$ cat config.mk
export PLATFORM = sky130hd
export DESIGN_NAME = seg7_scan_capture
export DESIGN_NICKNAME = d
export VERILOG_FILES = /design/src/rtl/seg7_scan_capture.sv
export SDC_FILE = /design/constraint.sdc
export NUM_CORES = 1
export LEC_CHECK = 0
export CAP_MARGIN = 10
export CORE_AREA = 2 2 108 137
export DETAILED_ROUTE_END_ITERATION = 10
export DIE_AREA = 0 0 110 139
export GPL_ROUTABILITY_DRIVEN = 0
export HOLD_SLACK_MARGIN = 0.12
export PLACE_DENSITY = 0.42
export SLEW_MARGIN = 10
export SYNTH_ARGS = -nofsm -noshare
export SYNTH_HDL_FRONTEND = slang
export SYNTH_SLANG_ARGS = --single-unit
export TNS_END_PERCENT = 10
$ cat constraint.sdc
create_clock -name clk -period 5.25 [get_ports clk]
set_input_delay 1.05 -clock clk [delete_from_list [all_inputs] [get_ports clk]]
set_output_delay 1.05 -clock clk [all_outputs]
set_load 0.01 [all_outputs]
$ cat src/rtl/seg7_scan_capture.sv
// Snoops a 4-digit multiplexed 7-segment bus. Each digit's glyph is decoded back to a hex nibble
// once it has been stable for long enough, and a 16-bit word is published when all four digits are known.
module seg7_scan_capture #(
    parameter int STABLE_CYCLES = 4,
    parameter int SYNC_STAGES   = 2
) (
    input  logic        clk,
    input  logic        rst,
    input  logic [3:0]  an,
    input  logic        a,
    input  logic        b,
    input  logic        c,
    input  logic        d,
    input  logic        e,
    input  logic        f,
    input  logic        g,
    output logic [15:0] value,
    output logic        frame_valid,
    output logic [3:0]  digit_seen,
    output logic        glyph_err,
    output logic [1:0]  err_digit
);

    localparam logic [7:0] C_CNT_SAT    = 8'(STABLE_CYCLES);
    localparam logic [7:0] C_CNT_SETTLE = 8'(STABLE_CYCLES - 2);

    // Returns {recognised, nibble}.
    function automatic logic [4:0] f_decode(input logic [6:0] seg);
        case (seg)
            7'h7E:   f_decode = 5'h10;
            7'h30:   f_decode = 5'h11;
            7'h6D:   f_decode = 5'h12;
            7'h79:   f_decode = 5'h13;
            7'h33:   f_decode = 5'h14;
            7'h5B:   f_decode = 5'h15;
            7'h5F:   f_decode = 5'h16;
            7'h70:   f_decode = 5'h17;
            7'h7F:   f_decode = 5'h18;
            7'h7B:   f_decode = 5'h19;
            7'h77:   f_decode = 5'h1A;
            7'h1F:   f_decode = 5'h1B;
            7'h4E:   f_decode = 5'h1C;
            7'h3D:   f_decode = 5'h1D;
            7'h4F:   f_decode = 5'h1E;
            7'h47:   f_decode = 5'h1F;
            default: f_decode = 5'h00;
        endcase
    endfunction

    // Returns {exactly_one_low, digit_index}.
    function automatic logic [2:0] f_select(input logic [3:0] an_v);
        case (an_v)
            4'b1110: f_select = 3'b1_00;
            4'b1101: f_select = 3'b1_01;
            4'b1011: f_select = 3'b1_10;
            4'b0111: f_select = 3'b1_11;
            default: f_select = 3'b0_00;
        endcase
    endfunction

    logic [SYNC_STAGES-1:0][10:0] r_sync;
    logic [10:0]                  r_prev;
    logic [7:0]                   r_cnt;
    logic [3:0][3:0]              r_digits;

    logic [10:0]     w_in;
    logic [10:0]     w_sample;
    logic            w_same;
    logic            w_settle;
    logic [2:0]      w_sel;
    logic [4:0]      w_dec;
    logic            w_accept;
    logic            w_bad;
    logic [3:0][3:0] w_digits_nxt;
    logic [3:0]      w_seen_nxt;
    logic            w_complete;

    assign w_in     = {an, a, b, c, d, e, f, g};
    assign w_sample = r_sync[SYNC_STAGES-1];
    assign w_same   = (w_sample == r_prev);
    // Fires only on the transition into STABLE_CYCLES-1; saturation keeps a static display from re-firing.
    assign w_settle = w_same && (r_cnt == C_CNT_SETTLE);

    // Synchronizer chain for all eleven bus bits.
    always_ff @(posedge clk or posedge rst) begin
        if (rst) begin
            r_sync <= '0;
        end else begin
            r_sync <= {r_sync[SYNC_STAGES-2:0], w_in};
        end
    end

    // Stability tracking of the synchronized sample.
    always_ff @(posedge clk or posedge rst) begin
        if (rst) begin
            r_prev <= 11'h000;
            r_cnt  <= 8'h00;
        end else begin
            r_prev <= w_sample;
            if (!w_same) begin
                r_cnt <= 8'h00;
            end else if (r_cnt < C_CNT_SAT) begin
                r_cnt <= r_cnt + 8'h01;
            end else begin
                r_cnt <= r_cnt;
            end
        end
    end

    // Classify a settled sample and compute the next digit/frame state.
    always_comb begin
        w_sel        = f_select(w_sample[10:7]);
        w_dec        = f_decode(w_sample[6:0]);
        w_accept     = 1'b0;
        w_bad        = 1'b0;
        w_digits_nxt = r_digits;
        w_seen_nxt   = digit_seen;
        if (w_settle && w_sel[2]) begin
            if (w_dec[4]) begin
                w_accept = 1'b1;
            end else begin
                w_bad = 1'b1;
            end
        end else begin
            w_accept = 1'b0;
            w_bad    = 1'b0;
        end
        if (w_accept) begin
            w_digits_nxt[w_sel[1:0]] = w_dec[3:0];
            w_seen_nxt[w_sel[1:0]]   = 1'b1;
        end else begin
            w_digits_nxt = r_digits;
            w_seen_nxt   = digit_seen;
        end
        w_complete = w_accept && (w_seen_nxt == 4'b1111);
    end

    // Digit store, frame publication and error reporting.
    always_ff @(posedge clk or posedge rst) begin
        if (rst) begin
            r_digits    <= '0;
            value       <= 16'h0000;
            frame_valid <= 1'b0;
            digit_seen  <= 4'b0000;
            glyph_err   <= 1'b0;
            err_digit   <= 2'b00;
        end else begin
            r_digits    <= w_digits_nxt;
            frame_valid <= w_complete;
            glyph_err   <= w_bad;
            if (w_complete) begin
                value      <= w_digits_nxt;
                digit_seen <= 4'b0000;
            end else begin
                value      <= value;
                digit_seen <= w_seen_nxt;
            end
            if (w_bad) begin
                err_digit <= w_sel[1:0];
            end else begin
                err_digit <= err_digit;
            end
        end
    end

endmodule

==> results.py <==
metrics = {
    "logic_synthesis": {
        "netlist_area_um2": 3443,
        "async_flop_share_pct": 100.0,
        "ys_top_cells_by_count": "dfrtp_1 (81), nor2_1 (29), xor2_1 (14), inv_1 (12)",
        "yosysTopAreaCell": "dfrtp_1",
        "synth_top_area_share_pct": 58.87,
        "yosys-top-cells-area": "dfrtp_1 (59%), xor2_1 (3.6%), nor2_1 (3.2%)",
        "synth_warnings": 0,
        "synth_cell_types": 56,
        "syn_avg_cell_area_um2": 11.67,
        "netlist_instances": 295,
        "synth_edf_count": 0,
        "synth_flop_cell": "dfrtp_1",
        "syn-num-nets": 310,
        "seq_area_frac_synth_pct": 58.87,
        "synth.ff_latch_count": 81,
        "synth.most_common_cell": "dfrtp_1",
    },
    "critical_path": {
        "critPathMaxFanout": 18,
        "reg2reg_from": "w_sample[2]",
        "reg2reg_to": "value[11]",
        "crit_buf_inv": 1,
        "required_ns": 5.47,
        "worstPathCellList": "xor2_1 > a31o_2 > a32oi_1 > a311o_1 > or2_1 > clkinv_4 > mux2_1",
        "crit_arrival_ns": 3.62,
        "cp_top_family": "compound AO/OA/AOI/OAI gates",
        "reg2reg_depth": 7,
        "regToRegSetupSlack_ns": 1.85,
        "path_class": "reg2reg",
        "max_stage_delay_ns": 0.69,
        "cpMaxStageDelayCell": "a311o_1",
        "start_kind": "flop",
        "critical_path.endpoint_type": "flop",
    },
    "clock_tree": {
        "cts.sinks": 81,
        "clock_latency_ns": 0.33,
        "cts_post_setup_buffers_inserted": 0,
        "cts-root-buf": "clkbuf_16",
        "cts_htree_levels": 3,
        "clk_pin_slew_ns": 0.06,
        "tritoncts": "done",
        "clockBufferDepth": 2,
        "cts_hold_buf": 0,
        "ctsResizeCount": 0,
        "cts_buffers": 9,
    },
    "sta": {
        "clock_skew_ns": 0.004239,
        "worst_hold_slack_ns": 0.3468,
        "maxSlewHeadroom_pct": 33.07,
        "rsz0062_at_grt": "false",
        "period_minus_slack_ns": 3.403,
        "hold_viol": 0,
        "finalMaxSlewViolations": 0,
        "worst_slew_pin_slew_ns": 0.9972,
        "setup_tns_ns": 0,
        "fmax_ghz": 0.2939,
        "setup_viol": 0,
        "fin_crit_sh_pct": 64.82,
    },
    "cells_and_area": {
        "diodes": 0,
        "area_delta_synth_final_pct": 24.20,
        "instances_no_fill": 510,
        "drive_gt1_share_pct": 8.434,
        "nNetsFinal": 342,
        "fin_util_pct": 30.46,
        "final_cell_area_um2": 4277,
    },
    "die": {
        "std_cell_rows": 49,
        "core_um2": 14040,
        "start_util_pct": 24.53,
        "die_y_um": 139,
        "chipWidth_um": 110,
        "die-area_um2": 15290,
        "ioPinCount": 37,
    },
    "drt": {
        "avgRoutedWirePerCell_um": 14.98,
        "routed_wirelength_um": 7641,
        "first_pass_iters": 4,
        "via_per_inst": 4.578,
        "vias": 2335,
        "drc": 0,
        "drtAntennaViolNets": 0,
        "drt_iter0_markers": 128,
    },
    "grt": {
        "antenna_found_initial": 0,
        "grt_pass1_wl_um": 12390,
        "grt_usage_pct": 10.74,
        "grt-ovfl-total": 0,
        "grt_max_degree": 50,
        "grt_pass1_vias": 2288,
    },
    "place": {
        "placedCellCount": 494,
        "hpwlAfterDp_um": 5271,
        "placed_area_um2": 3955,
        "io_buffers": 36,
    },
    "run_status": {
        "status": "complete, no violations",
    },
    "min_path": {
        "min_path_cells": 0,
        "min_path_type": "reg2reg",
        "holdPathEnd": "w_sample[6]",
        "worstHoldStart": "r_sync[6]",
    },
    "pwr": {
        "leakage_nw": 1.814,
        "power_density_nw_per_um2": 323.6,
        "vdd_drop_max_uv": 141.1,
    },
    "flow_run": {
        "drv_cap": 0,
    },
}
sequential cells by signal, summed over array words and instances (netlist names):
register / count
r_digits: 16
value: 16
r_prev: 11
r_sync: 11
w_sample: 11
r_cnt: 8
digit_seen: 4
err_digit: 2
frame_valid: 1
glyph_err: 1
area by class of cell:
type	instances	area, µm²
well taps	178	222.7
fillers	1430	9763
clock inverters	5	78.83
inverters	13	55.05
flip-flops and latches	81	2027
repair buffers	38	375.4
clock buffers	11	242.7
multi-input cells	184	1275
per-stage QoR:
stage	total power, mW	setup WS, ns
final	1.384	1.847
after CTS	1.406	1.872
after detailed placement	0.7234	1.890
after global routing	1.441	1.636
after global placement	0.7225	2.037
after floorplan	0.6997	2.120
routing by layer:
| metal | GRT usage (%) | routed length [µm] |
|---|---|---|
| met2 | 16.86 | 3785 |
| met1 | 13.78 | 3443 |
| met3 | 2.867 | 324 |
| met5 | 0 | 0 |
| met4 | 4.597 | 88 |
how the worst max path moves through the flow:
stage,start,end,slack [ns],depth (start not counted)
3_3_place_gp,w_sample[2],value[7],2.04,7
3_5_place_dp,w_sample[2],value[11],1.89,7
6_report,w_sample[2],value[11],1.85,7
2_1_floorplan,rst,digit_seen[0],2.12,1
5_1_grt,w_sample[2],value[11],1.64,7
4_1_cts,w_sample[2],value[11],1.87,7
placed cells by master, fill, tap and decap left out, types with 6 or more instances in the layout:
master            n
dfrtp_1          81
xor2_1           14
nand3_1           8
inv_1            11
and2_1            6
nor2_1           29
nor3_1            9
clkbuf_16         9
clkdlybuf4s50_1  36
a21oi_1           7
o31ai_1           7
o21ai_0          10
kinds of logic (layout without fill, tap and decap cells):
| kind of cell | count (synthesis) | after routing | share of synthesized area (%) |
|---|---|---|---|
| AOI/OAI and AO/OA | 57 | 57 | 11.99 |
| xor gates and xnor gates | 15 | 15 | 3.816 |
| adders and majority gates | 2 | 2 | 0.7266 |
| buffers and inverters | 30 | 67 | 4.106 |
| DFF | 81 | 81 | 58.87 |
| muxes | 15 | 15 | 4.833 |
| and+or+nand+nor | 95 | 95 | 15.66 |
power breakdown:
group | internal (mW) | switching (mW) | total [mW]
sequential | 0.637 | 0.0199 | 0.657
combinational | 0.0230 | 0.0305 | 0.0535
clock | 0.429 | 0.245 | 0.673
No activity file was read; power rests on OpenSTA's default activity.
